File: src/rtl/hilo_div_ctrl.sv
// HI/LO register stage: holds divider operands DIV_CYCLES cycles, then captures R->HI, Q->LO.
// Latency DIV_CYCLES edges to result, done pulses one cycle later; busy stalls all HI/LO writers.
module hilo_div_ctrl #(
  parameter int unsigned DIV_CYCLES = 4
) (
  input  logic        clk,
  input  logic        rst_n,
  input  logic        div_start,
  input  logic        in_sign,
  input  logic [31:0] in_a,
  input  logic [31:0] in_b,
  output logic        div_sign,
  output logic [31:0] div_a,
  output logic [31:0] div_b,
  input  logic [31:0] div_r,
  input  logic [31:0] div_q,
  input  logic        mult_we,
  input  logic [31:0] mult_hi,
  input  logic [31:0] mult_lo,
  input  logic        mthi,
  input  logic        mtlo,
  input  logic [31:0] wdata,
  output logic [31:0] hi,
  output logic [31:0] lo,
  output logic        busy,
  output logic        done
);

  typedef enum logic {IDLE = 1'b0, WAIT = 1'b1} state_t;

  localparam logic [3:0] CNT_INIT = 4'(DIV_CYCLES - 1);

  state_t      state_q, state_d;
  logic [3:0]  cnt_q, cnt_d;
  logic [31:0] hi_q, hi_d, lo_q, lo_d;
  logic [31:0] a_q, a_d, b_q, b_d;
  logic        sign_q, sign_d;
  logic        busy_q, done_q, done_d;

  always_ff @(posedge clk or negedge rst_n) begin
    if (!rst_n) begin
      state_q <= IDLE;
      cnt_q   <= 4'd0;
      hi_q    <= 32'd0;
      lo_q    <= 32'd0;
      a_q     <= 32'd0;
      b_q     <= 32'd0;
      sign_q  <= 1'b0;
      busy_q  <= 1'b0;
      done_q  <= 1'b0;
    end else begin
      state_q <= state_d;
      cnt_q   <= cnt_d;
      hi_q    <= hi_d;
      lo_q    <= lo_d;
      a_q     <= a_d;
      b_q     <= b_d;
      sign_q  <= sign_d;
      busy_q  <= (state_d == WAIT);
      done_q  <= done_d;
    end
  end

  always_comb begin
    state_d = state_q;
    cnt_d   = cnt_q;
    case (state_q)
      IDLE: begin
        if (div_start) begin
          state_d = WAIT;
          cnt_d   = CNT_INIT;
        end
      end
      WAIT: begin
        if (cnt_q == 4'd0) state_d = IDLE;
        else               cnt_d   = cnt_q - 4'd1;
      end
      default: state_d = IDLE;
    endcase
  end

  // HI/LO write priority in IDLE: divide start, then MULT, then MTHI/MTLO.
  always_comb begin
    hi_d   = hi_q;
    lo_d   = lo_q;
    a_d    = a_q;
    b_d    = b_q;
    sign_d = sign_q;
    done_d = 1'b0;
    case (state_q)
      IDLE: begin
        if (div_start) begin
          a_d    = in_a;
          b_d    = in_b;
          sign_d = in_sign;
        end else if (mult_we) begin
          hi_d = mult_hi;
          lo_d = mult_lo;
        end else begin
          if (mthi) hi_d = wdata;
          if (mtlo) lo_d = wdata;
        end
      end
      WAIT: begin
        if (cnt_q == 4'd0) begin
          hi_d   = div_r;
          lo_d   = div_q;
          done_d = 1'b1;
        end
      end
      default: ;
    endcase
  end

  assign div_a    = a_q;
  assign div_b    = b_q;
  assign div_sign = sign_q;
  assign hi       = hi_q;
  assign lo       = lo_q;
  assign busy     = busy_q;
  assign done     = done_q;

endmodule

File: config.mk
export PLATFORM = sky130hd
export DESIGN_NAME = hilo_div_ctrl
export DESIGN_NICKNAME = d
export VERILOG_FILES = /design/src/rtl/hilo_div_ctrl.sv
export SDC_FILE = /design/constraint.sdc
export NUM_CORES = 1
export LEC_CHECK = 0
export BUFFER_PORTS_ARGS = -buffer_cell sky130_fd_sc_hd__buf_4
export CORE_AREA = 2 2 139 141
export DETAILED_ROUTE_END_ITERATION = 12
export DIE_AREA = 0 0 141 143
export PLACE_DENSITY_LB_ADDON = 0.05
export SETUP_SLACK_MARGIN = 0.5
export SLEW_MARGIN = 5
export SYNTH_ARGS = -nofsm -noshare
export SYNTH_HDL_FRONTEND = slang
export SYNTH_SLANG_ARGS = --single-unit
export TNS_END_PERCENT = 50
File: constraint.sdc
create_clock -name clk -period 4.6 [get_ports clk]
set_input_delay 0 -clock clk [delete_from_list [all_inputs] [get_ports clk]]
set_output_delay 0 -clock clk [all_outputs]
set_load 0.03 [all_outputs]
## Word level (Yosys, flattened, before mapping)

Cells that the tools add are included.

| storage, ports and cells | value |
|---|---|
| output and inout port bits | 131 |
| input bits | 231 |
| bits in read-only memories | 0 |
| bits in writable memories | 0 |
| register bits | 135 |
| memories kept | 0 |
| bits in latches | 0 |
| logic and storage cells | 39 |

| operators by class | value |
|---|---|
| $add $sub $neg | 1 |
| shifts and indexed selects | 0 |
| multipliers | 0 |
| div/mod/pow operators | 0 |
| mux-type cells | 18 |
| bitwise operators | 1 |
| $lt $le $gt $ge | 0 |
| eq/ne operators | 6 |
| reduce and logical (&&, ||, !) cells | 5 |

Operator list:

| cell | count |
|---|---|
| $mux 32 | 8 |
| $pmux 32 s2 | 2 |
| $mux 4 | 2 |
| $pmux 4 s2 | 1 |
| $ne 2x2->1 const B | 3 |
| $ne 3x3->1 const B | 2 |
| $reduce_and 3->1 | 2 |
| $logic_not 4->1 | 1 |
| $mux 1 | 4 |
| $reduce_and 2->1 | 2 |
| $sub 4x1->4 const B | 1 |
| $ne 2x1->1 const B | 1 |
| $pmux 1 s2 | 1 |
| $not 1->1 | 1 |

## Logic depth before layout (Yosys ltp)

Gate-level depths: netlist (run 1).

| depth | value |
|---|---|
| depth after elaboration | 4 |
| depth in mapped cells | 6 |
| gate-level depth less buffers | 5 |

## Worst setup path before layout (run 1)

Ideal clock, no wire load.

| path | value |
|---|---|
| path type | register to register |
| from | register, netlist name busy |
| to | register hi_q[0] (netlist: hi[0]) |
| required time | 4.475 ns |
| stages on the path, launching flop included | 5 |
| period minus slack after synthesis | 1.693 ns |
| library setup time | 0.125 ns |
| arrival time | 1.568 ns |
| buffers on the path | 1 |
| path slack | 2.907 ns |
| cells stage by stage | dfrtp_1 > or2_4 > a21oi_4 > buf_6 > mux2_4 |

RTL lines:

| what | line | text |
|---|---|---|
| end signal, assigned | 54 | `hi_q <= hi_d;` |
| end, declared | 35 | `logic [31:0] hi_q, hi_d, lo_q, lo_d;` |

==> flow_summary.toml, run 1 <==
[run_status]
status = "finished, final reports clean"

[synth]
ys_ff_latch = 135
async_flop_share_pct = 100
synthFlopType = "dfrtp_1"
synth_most_common_cell = "dfrtp_1"
synth_compound_area_share_pct = 5.65
yosysSeqAreaShare_pct = 50.7
synth.area.mux_share_pct = 32.9
synth_area_leaders = "dfrtp_1 51%, mux2_2 19%, mux2i_1 9.8%, o21ai_0 4.8%, mux2_4 4.5%"
synth_top_area_cell = "dfrtp_1"
synth_xor_xnor_area_share_pct = 0.131
syn_nets = 750
synthCells = 517
synth_top_area_share_pct = 50.7
synth_edf_count = 0
synth.distinct_cells = 27
synth_top_family_by_area = "multiplexers"
synth_fa_ha_area_share_pct = 0.376
syn_avg_cell_area_um2 = 12.9
yosysWarnings = 0
synthSimpleGateAreaFrac_pct = 5.32
synth_area_um2 = 6660
netlist_top_cells_count = "135 x dfrtp_1, 110 x mux2_2, 65 x mux2i_1, 65 x nand2_1, 64 x o21ai_0"

[clock_tree]
numCtsBuffers = 17
cts_tree = "done"
clkSlewWorstSetupHoldPaths_ps = 60
cts_resized = 0
clock-root-buffer = "clkbuf_16"
clock-sinks = 135
hold_buffers = 130
clk_latency_ps = 410
cts_buffer_depth = 2
htree_num_levels = 4
cts_setup_buffers = 0

[timing]
setup_tns_ps = 0
worst_slew_pin_slew_ps = 1070
maxSlewViolCount = 0
min_period_ps = 2530
setup_viol = 0
hold_violations = 0
fin_skew_ps = 5.98
fmax_mhz = 395
rsz0062_at_grt = "false"
slew_headroom_pct = 28.2
post-route-period-util_pct = 55.0

[setup_path]
r2r_setup_slack_ps = 2070
worst_setup_path_start_kind = "register"
startpoint = "busy"
path_class = "reg2reg"
cp.arrival_ps = 2820
crit_end = "div_a[2]"
crit_required_ps = 4890
reg2reg_depth = 3
critPathCaptureType = "register"
crit_path_max_fanout = 53
timing.rr.start = "busy"
reg2reg_to = "div_a[2]"

[drt]
drt_iter0_drc = 147
vias = 5794
drt_first_pass_iters = 4
wl_um = 20800
routed_via_density = 4.66
antenna_left = 0
drc = 0
wl_per_cell_um = 16.7

[finish]
drive_gt1_share_pct = 53.2
nets = 1230
area_growth_pct = 69.2
diodes = 0
final_core_util_pct = 60.7

[power]
powerDensity_nw_per_um2 = 671
leakage_nw = 5.53
vdd_ir_drop_max_uv = 373

[grt]
grt_pass1_wl_um = 31900
grt_max_degree = 88
grt_overflow = 0
antenna_found_initial = 0
track_usage_pct = 20.3
grt_pass1_vias = 6325

[place]
hpwl_um = 14800
portBuffers = 361
gp_congestion = 0.847

[hold_path]
hp-start = "mult_lo[5]"
min_path_type = "in2reg"
hold-path-cell-count = 4

[floorplan]
die_w_um = 141
coreArea_um2 = 18600
die_area_um2 = 20200
fp-row-count = 50
io_pins = 362
initial_core_util_pct = 35.9
die_h_um = 143

[run]
maxCapViolations = 0
-- placed cells by master, fill, tap and decap left out --
| master | Yosys | routed |
|---|---|---|
| bufinv_16 | 0 | 1 |
| o32ai_1 | 1 | 1 |
| inv_6 | 0 | 6 |
| xnor2_1 | 1 | 1 |
| nand3_1 | 1 | 1 |
| nand2b_1 | 1 | 1 |
| nand4bb_4 | 1 | 1 |
| clkinvlp_4 | 0 | 4 |
| and2_2 | 1 | 1 |
| or2_4 | 1 | 1 |
| mux2_4 | 20 | 20 |
| dfrtp_4 | 0 | 1 |
| nor2b_4 | 0 | 1 |
| clkbuf_1 | 5 | 1 |
| buf_4 | 1 | 365 |
| nor3_1 | 1 | 1 |
| ha_1 | 2 | 2 |
| a21oi_4 | 2 | 2 |
| clkinv_4 | 0 | 3 |
| dfrtp_1 | 135 | 134 |
| inv_1 | 5 | 5 |
| clkbuf_16 | 0 | 17 |
| buf_6 | 11 | 1 |
| a311o_1 | 1 | 1 |
| a21oi_1 | 1 | 1 |
| or3b_2 | 1 | 1 |
| mux2i_1 | 65 | 65 |
| dlygate4sd3_1 | 0 | 130 |
| nor3_4 | 2 | 2 |
| o21ai_0 | 64 | 64 |
| nand2_1 | 65 | 65 |
| mux2_2 | 110 | 110 |
-- layer usage --
layer | track usage [%] | share of wire, % | up-vias | wire length, um
li1 | - | - | 2784 | -
met1 | 21.8 | 37 | 2730 | 7710
met2 | 37.2 | 52 | 236 | 10900
met3 | 6.10 | 7.2 | 44 | 1490
met4 | 8.68 | 3.3 | 0 | 678
met5 | 0 | 0 | - | 0
-- worst min-delay path by stage --
stage / to / slack, ps
CTS: lo[27] / 0.03
global placement: hi[4] / 60
detailed placement: hi[4] / 70
floorplan: busy / -300
finish: lo[5] / 20
global route: lo[25] / 20
-- report_power, final --
group          internal (mW)  switching, mW  total (mW)
sequential              1.81          0.383        2.19
clock                  0.756          0.542        1.30
combinational           1.84           2.23        4.07
-- flip-flops by register name, summed over array words and instances (netlist names) --
register	count
busy	1
cnt_q	4
div_a	32
div_b	32
div_sign	1
done	1
hi	32
lo	32
-- kinds of logic after synthesis --
| family | after synthesis |
|---|---|
| xor gates and xnor gates | 1 |
| muxes | 195 |
| and+or+nand+nor | 75 |
| adders and majority gates | 2 |
| buffers and inverters | 40 |
| DFF | 135 |
| AOI/OAI and AO/OA | 69 |
-- worst max-delay path: stages (launching register included) --
cell and delay [ps]:
dfrtp_4 690, nor2b_4 760, buf_4 540, mux2_2 400
-- final cells by class --
type / instances / area (um2)
well taps: 234 / 293
clock inverters: 14 / 139
clock buffers: 18 / 429
multi-input cells: 342 / 2960
repair buffers: 496 / 4050
inverters: 5 / 18.8
fillers: 1565 / 7310
flip-flops and latches: 135 / 3380
-- per-stage QoR --
stage	setup WS (ps)	area [um2]	std cells	hold WS [ps]	power, mW
after floorplan	2910	6660	517	-296	4.78
after global routing	1880	11300	1244	15.8	7.97
after detailed placement	2040	9400	1082	72.9	6.22
final	2070	11300	1244	15.1	7.56
after global placement	2110	9400	1082	60.6	6.16
after CTS	2050	11300	1244	0.0285	7.65
(Power assumes the default switching activity.)
==> run 2: changes to the inputs <==
--- a/config.mk
+++ b/config.mk
@@ -5,6 +5,7 @@
 export SDC_FILE = /design/constraint.sdc
 export NUM_CORES = 1
 export LEC_CHECK = 0
+export ABC_AREA = 1
 export BUFFER_PORTS_ARGS = -buffer_cell sky130_fd_sc_hd__buf_4
 export CORE_AREA = 2 2 139 141
 export DETAILED_ROUTE_END_ITERATION = 12
==> constraint.sdc (replaced) <==
create_clock -name clk -period 2.3 [get_ports clk]
set_input_delay 0 -clock clk [delete_from_list [all_inputs] [get_ports clk]]
set_output_delay 0 -clock clk [all_outputs]
set_load 0.03 [all_outputs]
==> flow_summary.toml, run 2 <==
[finish]
drive_gt1_share_pct = 28.5
final_common_cell = "nand2_1"
final_cell_mix = "684 x nand2_1, 378 x buf_4, 146 x dlygate4sd3_1"
nets = 1687
diodes = 0
area_growth_pct = 75.6
final_area_um2 = 11700

[synth]
yosysWarnings = 0
ys_ff_latch = 135
syn_nets = 1198
synth_top_area_share_pct = 50.6
synth_area_leaders = "dfrtp_1 51%, nand2_1 39%, nand3_1 5.0%, buf_2 2.0%, clkbuf_1 0.90%"
synth_top_area_cell = "dfrtp_1"
yosysSeqAreaShare_pct = 50.6
async_flop_share_pct = 100
synthFlopType = "dfrtp_1"
synth_edf_count = 0
synth_most_common_cell = "nand2_1"
synth.distinct_cells = 18
netlist_top_cells_count = "685 x nand2_1, 135 x dfrtp_1, 67 x nand3_1, 26 x buf_2, 16 x clkbuf_1"
syn_avg_cell_area_um2 = 6.91
synth_area_um2 = 6670
synthCells = 965

[place]
gp_congestion = 0.843
placed_area_um2 = 9600
portBuffers = 361
hpwl_um = 17500

[setup_path]
path_cells = "inv_2, buf_4, nand2_1, nand2_1, dlygate4sd3_1, nand3_1, nand2_1"
timing.rr.start = "busy"
critPathBufInv = 3
worst_setup_path_start_kind = "register"
critPathCaptureType = "register"
crit_path_max_fanout = 18
cp.arrival_ps = 2090
reg2reg_to = "hi[23]"
path_class = "reg2reg"
slowest_stage = "dlygate4sd3_1"
crit_required_ps = 2650
reg2reg_depth = 7
slowest_delay_ps = 550
crit_family = "buffers and inverters"
crit_path_frequent_cell = "nand2_1"
r2r_setup_slack_ps = 560

[hold_path]
min_path_type = "in2reg"
hold-path-cell-count = 7
min_delay_worst_endpoint = "lo[31]"
hp-start = "mult_lo[31]"

[timing]
whs_ps = 12.7
worst_slew_pin_slew_ps = 708
post-route-period-util_pct = 75.7
setup_viol = 0
min_period_ps = 1740
setup_tns_ps = 0
rsz0062_at_grt = "true"
slew_headroom_pct = 52.8
hold_violations = 0
fin_skew_ps = 5.40
maxSlewViolCount = 0
fmax_mhz = 574

[grt]
grt_overflow = 0
grt_pass1_vias = 7695
track_usage_pct = 25.3
grt_pass1_wl_um = 39900
antenna_found_initial = 0
grt_max_degree = 70

[clock_tree]
clock-sinks = 135
cts_tree = "done"
clock-root-buffer = "clkbuf_16"
clkSlewWorstSetupHoldPaths_ps = 60
htree_num_levels = 4
clk_latency_ps = 410
numCtsBuffers = 17
cts_buffer_depth = 2

[power]
leakage_nw = 6.73
powerDensity_nw_per_um2 = 1320
vdd_ir_drop_max_uv = 741

[floorplan]
die_w_um = 141
initial_core_util_pct = 35.9
die_h_um = 143
coreArea_um2 = 18600
die_area_um2 = 20200
io_pins = 362
fp-row-count = 50

[drt]
antenna_left = 0
drt_first_pass_iters = 5
routed_via_density = 4.61
vias = 7830
drc = 0
wl_um = 25900
drt_iter0_drc = 264
wl_per_cell_um = 15.2

[run]
maxCapViolations = 0

[run_status]
status = "finished, final reports clean"
-- run 2: cell count changes in the layout (fill, tap and decap cells not counted), sizes merged, moves of 16 or more --
cell	change
nand3	+66
nand2	+621
mux2	-130
mux2i	-65
dlygate4sd3	+16
o21ai	-62
-- run 2: metal layers --
layer	wire (um)	global-route usage, %	part of all wire [%]
met1	10600	30.5	41
met2	13000	44.3	50
met3	1730	6.10	6.7
met4	592	9.11	2.3
met5	0	0	0
-- run 2: cell type report --
| cell class | instances | area (um2) |
|---|---|---|
| inverter | 7 | 26.3 |
| clock buffer | 18 | 439 |
| clock inverter | 13 | 216 |
| sequential | 135 | 3380 |
| timing repair buffer | 527 | 4350 |
| fill | 1666 | 6870 |
| tap | 234 | 293 |
| multi-input combinational | 766 | 3010 |
-- run 2: worst max-delay path by stage --
| stage | from | to | slack (ps) | cells past startpoint |
|---|---|---|---|---|
| 2_1_floorplan | busy | hi[18] | 860 | 8 |
| 3_3_place_gp | cnt_q[0] | lo[10] | 670 | 8 |
| 3_5_place_dp | cnt_q[0] | lo[8] | 670 | 8 |
| 4_1_cts | busy | hi[21] | 600 | 7 |
| 5_1_grt | busy | hi[21] | 470 | 7 |
| 6_report | busy | hi[23] | 560 | 7 |
-- run 2: power by group --
part	total (mW)	internal [mW]	switching (mW)
clock network	3.08	1.97	1.11
logic	8.19	2.93	5.26
registers	4.18	3.53	0.655
total	15.4	8.42	7.02
-- run 2: logic make-up (layout without fill, tap and decap cells) --
kind of cell / count (synthesis) / after routing / synth area share [%]
AND/OR/NAND/NOR: 758 / 758 / 44.0
flip-flops: 135 / 135 / 50.6
buffers and inverters: 64 / 565 / 4.37
AO/OA/AOI/OAI: 5 / 5 / 0.488
adder cells (fa/ha/maj): 2 / 2 / 0.375
XOR/XNOR: 1 / 1 / 0.131
-- run 2: repair_timing --
| action | CTS | global route |
|---|---|---|
| endpoints found under the hold margin | 195 | 0 |
| hold buffers | 146 | 0 |
| resized for setup | 0 | 1 |
| endpoints found under the setup margin | 0 | 50 |
| buffers inserted | 0 | 0 |
-- run 2: per-stage QoR --
stage	instances	util (%)	total power [mW]	worst slack (ps)
floorplan	965	-	9.02	856
global placement	1523	51.6	12.1	672
detailed placement	1523	51.6	12.2	672
CTS	1700	63.0	15.5	603
global route	1700	63.1	16.4	474
finish	1700	63.1	15.4	558
-- run 2: worst register-to-register path, delay by kind of cell, from the launching register on --
family | cells | cell delay, ps
buffers and inverters | 3 | 970
DFF | 1 | 410
and+or+nand+nor | 4 | 300
==> run 3: changes to the inputs <==
--- a/config.mk
+++ b/config.mk
@@ -7,9 +7,9 @@
 export LEC_CHECK = 0
 export ABC_AREA = 1
 export BUFFER_PORTS_ARGS = -buffer_cell sky130_fd_sc_hd__buf_4
-export CORE_AREA = 2 2 139 141
+export CORE_AREA = 2 2 141 143
 export DETAILED_ROUTE_END_ITERATION = 12
-export DIE_AREA = 0 0 141 143
+export DIE_AREA = 0 0 143 145
 export PLACE_DENSITY_LB_ADDON = 0.05
 export SETUP_SLACK_MARGIN = 0.5
 export SLEW_MARGIN = 5
==> constraint.sdc (replaced) <==
create_clock -name clk -period 1.73 [get_ports clk]
set_input_delay 0 -clock clk [delete_from_list [all_inputs] [get_ports clk]]
set_output_delay 0 -clock clk [all_outputs]
set_load 0.03 [all_outputs]
==> flow_summary.toml, run 3 (same netlist as run 2, synthesis figures left out) <==
[run_status]
status = "finished, final reports clean"

[power]
pwr-share-seq_pct = 24.7
power_frac_clock_pct = 16.0
vdd_ir_drop_max_uv = 1080
p_int_mw = 12.5
switchingPower_mw = 10.5
combPwrFrac_pct = 59.3
p_sw_share_pct = 45.5
leakage_nw = 7.12
powerDensity_nw_per_um2 = 1810
total_power_mw = 23.0

[place]
portBuffers = 361
dp_slack_ps = 239
hpwl_um = 17700
gp_congestion = 0.897

[clock_tree]
cts_buffer_depth = 2
clkSlewWorstSetupHoldPaths_ps = 60
numCtsBuffers = 17
htree_num_levels = 4
clock-sinks = 135
cts_tree = "done"
clk_latency_ps = 420
clock-root-buffer = "clkbuf_16"

[finish]
final_common_cell = "nand2_1"
diodes = 0
nets = 1726
drive_gt1_share_pct = 34.9
multiInputGateArea_um2 = 3350
fill_cells = 1655
final_cell_mix = "644 x nand2_1, 385 x buf_4, 149 x dlygate4sd3_1"
seqCellArea_um2 = 3380
area_growth_pct = 90.9
final_core_util_pct = 66.3

[drt]
antenna_left = 0
drt_first_pass_iters = 5
drt_iter0_drc = 468
routed_via_density = 4.57
vias = 8090
wl_um = 27900
wl_per_cell_um = 15.8
drc = 0

[grt]
track_usage_pct = 26.3
grt_use_met2_pct = 45.4
gr-max-usage-layer = "met2"
grt_overflow = 0
use_met1_pct = 31.4
grt_max_degree = 66
antenna_found_initial = 0
grt_pass1_vias = 8129
grt_pass1_wl_um = 42600
use_met3_pct = 6.63

[setup_path]
critPathBufInv = 3
path_cells = "inv_2, ha_4, nand2_4, buf_6, nand2_8, nand3_4, buf_16, nand2_2, nand2_1"
crit_required_ps = 2030
worst_setup_path_start_kind = "register"
crit_family = "buffers and inverters"
slowest_stage = "dfrtp_1"
slowest_delay_ps = 380
cp.arrival_ps = 1770
crit_path_max_fanout = 8
path_class = "reg2reg"
critPathCaptureType = "register"

[floorplan]
fp-row-count = 51
coreArea_um2 = 19200
die_h_um = 145
die_w_um = 143
initial_core_util_pct = 34.7
io_pins = 362
die_area_um2 = 20700

[timing]
post-route-period-util_pct = 84.8
rsz0062_at_grt = "true"
worst_slew_pin_slew_ps = 588
hold_violations = 0
fmax_mhz = 681
setup_viol = 0
maxSlewViolCount = 0
setup_tns_ps = 0
whs_ps = 15.9
fin_ws_ps = 263
slew_headroom_pct = 60.8
min_period_ps = 1470
fin_skew_ps = 8.77

[hold_path]
min_path_type = "in2reg"

[run]
maxCapViolations = 0
## run 3: path summary, 6_finish.rpt
| path | cells after the start | start | slack (ps) | end |
|---|---|---|---|---|
| min in group asynchronous | 2 | rst_n | 150 | lo[7] |
| max in group asynchronous | 3 | rst_n | 910 | lo[13] |
| worst min register to register | 2 | lo[10] | 470 | lo[10] |
| worst min-delay path | 7 | mult_hi[30] | 20 | hi[30] |
| worst max-delay path | 9 | cnt_q[0] | 260 | hi[16] |
| worst max register to register | 9 | cnt_q[0] | 260 | hi[16] |
## run 3: tightest hold or removal path: cells and delay by family
| kind | cells | cell delay [ps] |
|---|---|---|
| simple gates | 6 | 310 |
| buf+inv | 1 | 80 |
## run 3: per-stage QoR
step	instances	cell area [um2]
floorplan	965	6730
global placement	1560	9730
detailed placement	1560	9730
CTS	1763	12300
global route	1771	12700
finish	1771	12700
## run 3: timing repair
action                                  4_1_cts  5_1_grt
hold buffers                                149        0
hold endpoints to repair                    184        0
gates resized for setup                      52       59
cloned                                        9        5
setup buffers                                13        3
pin swaps                                    28       26
endpoints found under the setup margin      132      135
## run 3: layer usage
| layer | share of wire, % | wire, um |
|---|---|---|
| met1 | 40 | 11300 |
| met2 | 50 | 14000 |
| met3 | 7.1 | 1980 |
| met4 | 2.5 | 704 |
| met5 | 0 | 0 |
## run 3: cell type report
cell class | instances | area share [%]
repair buffers | 566 | 39.6
flip-flops and latches | 135 | 26.5
multi-input cells | 766 | 26.3
clock buffers | 18 | 3.37
well taps | 265 | 2.60
clock inverters | 14 | 1.31
inverters | 7 | 0.285
## run 3: power groups by stage
stage	Clock [mW]	Sequential, mW	Combinational, mW
after CTS	3.77	5.61	12.8
after global routing	3.95	5.86	14.6
after floorplan	0	8.33	3.79
final	3.69	5.68	13.7
after detailed placement	0	5.56	10.7
after global placement	0	5.60	10.6
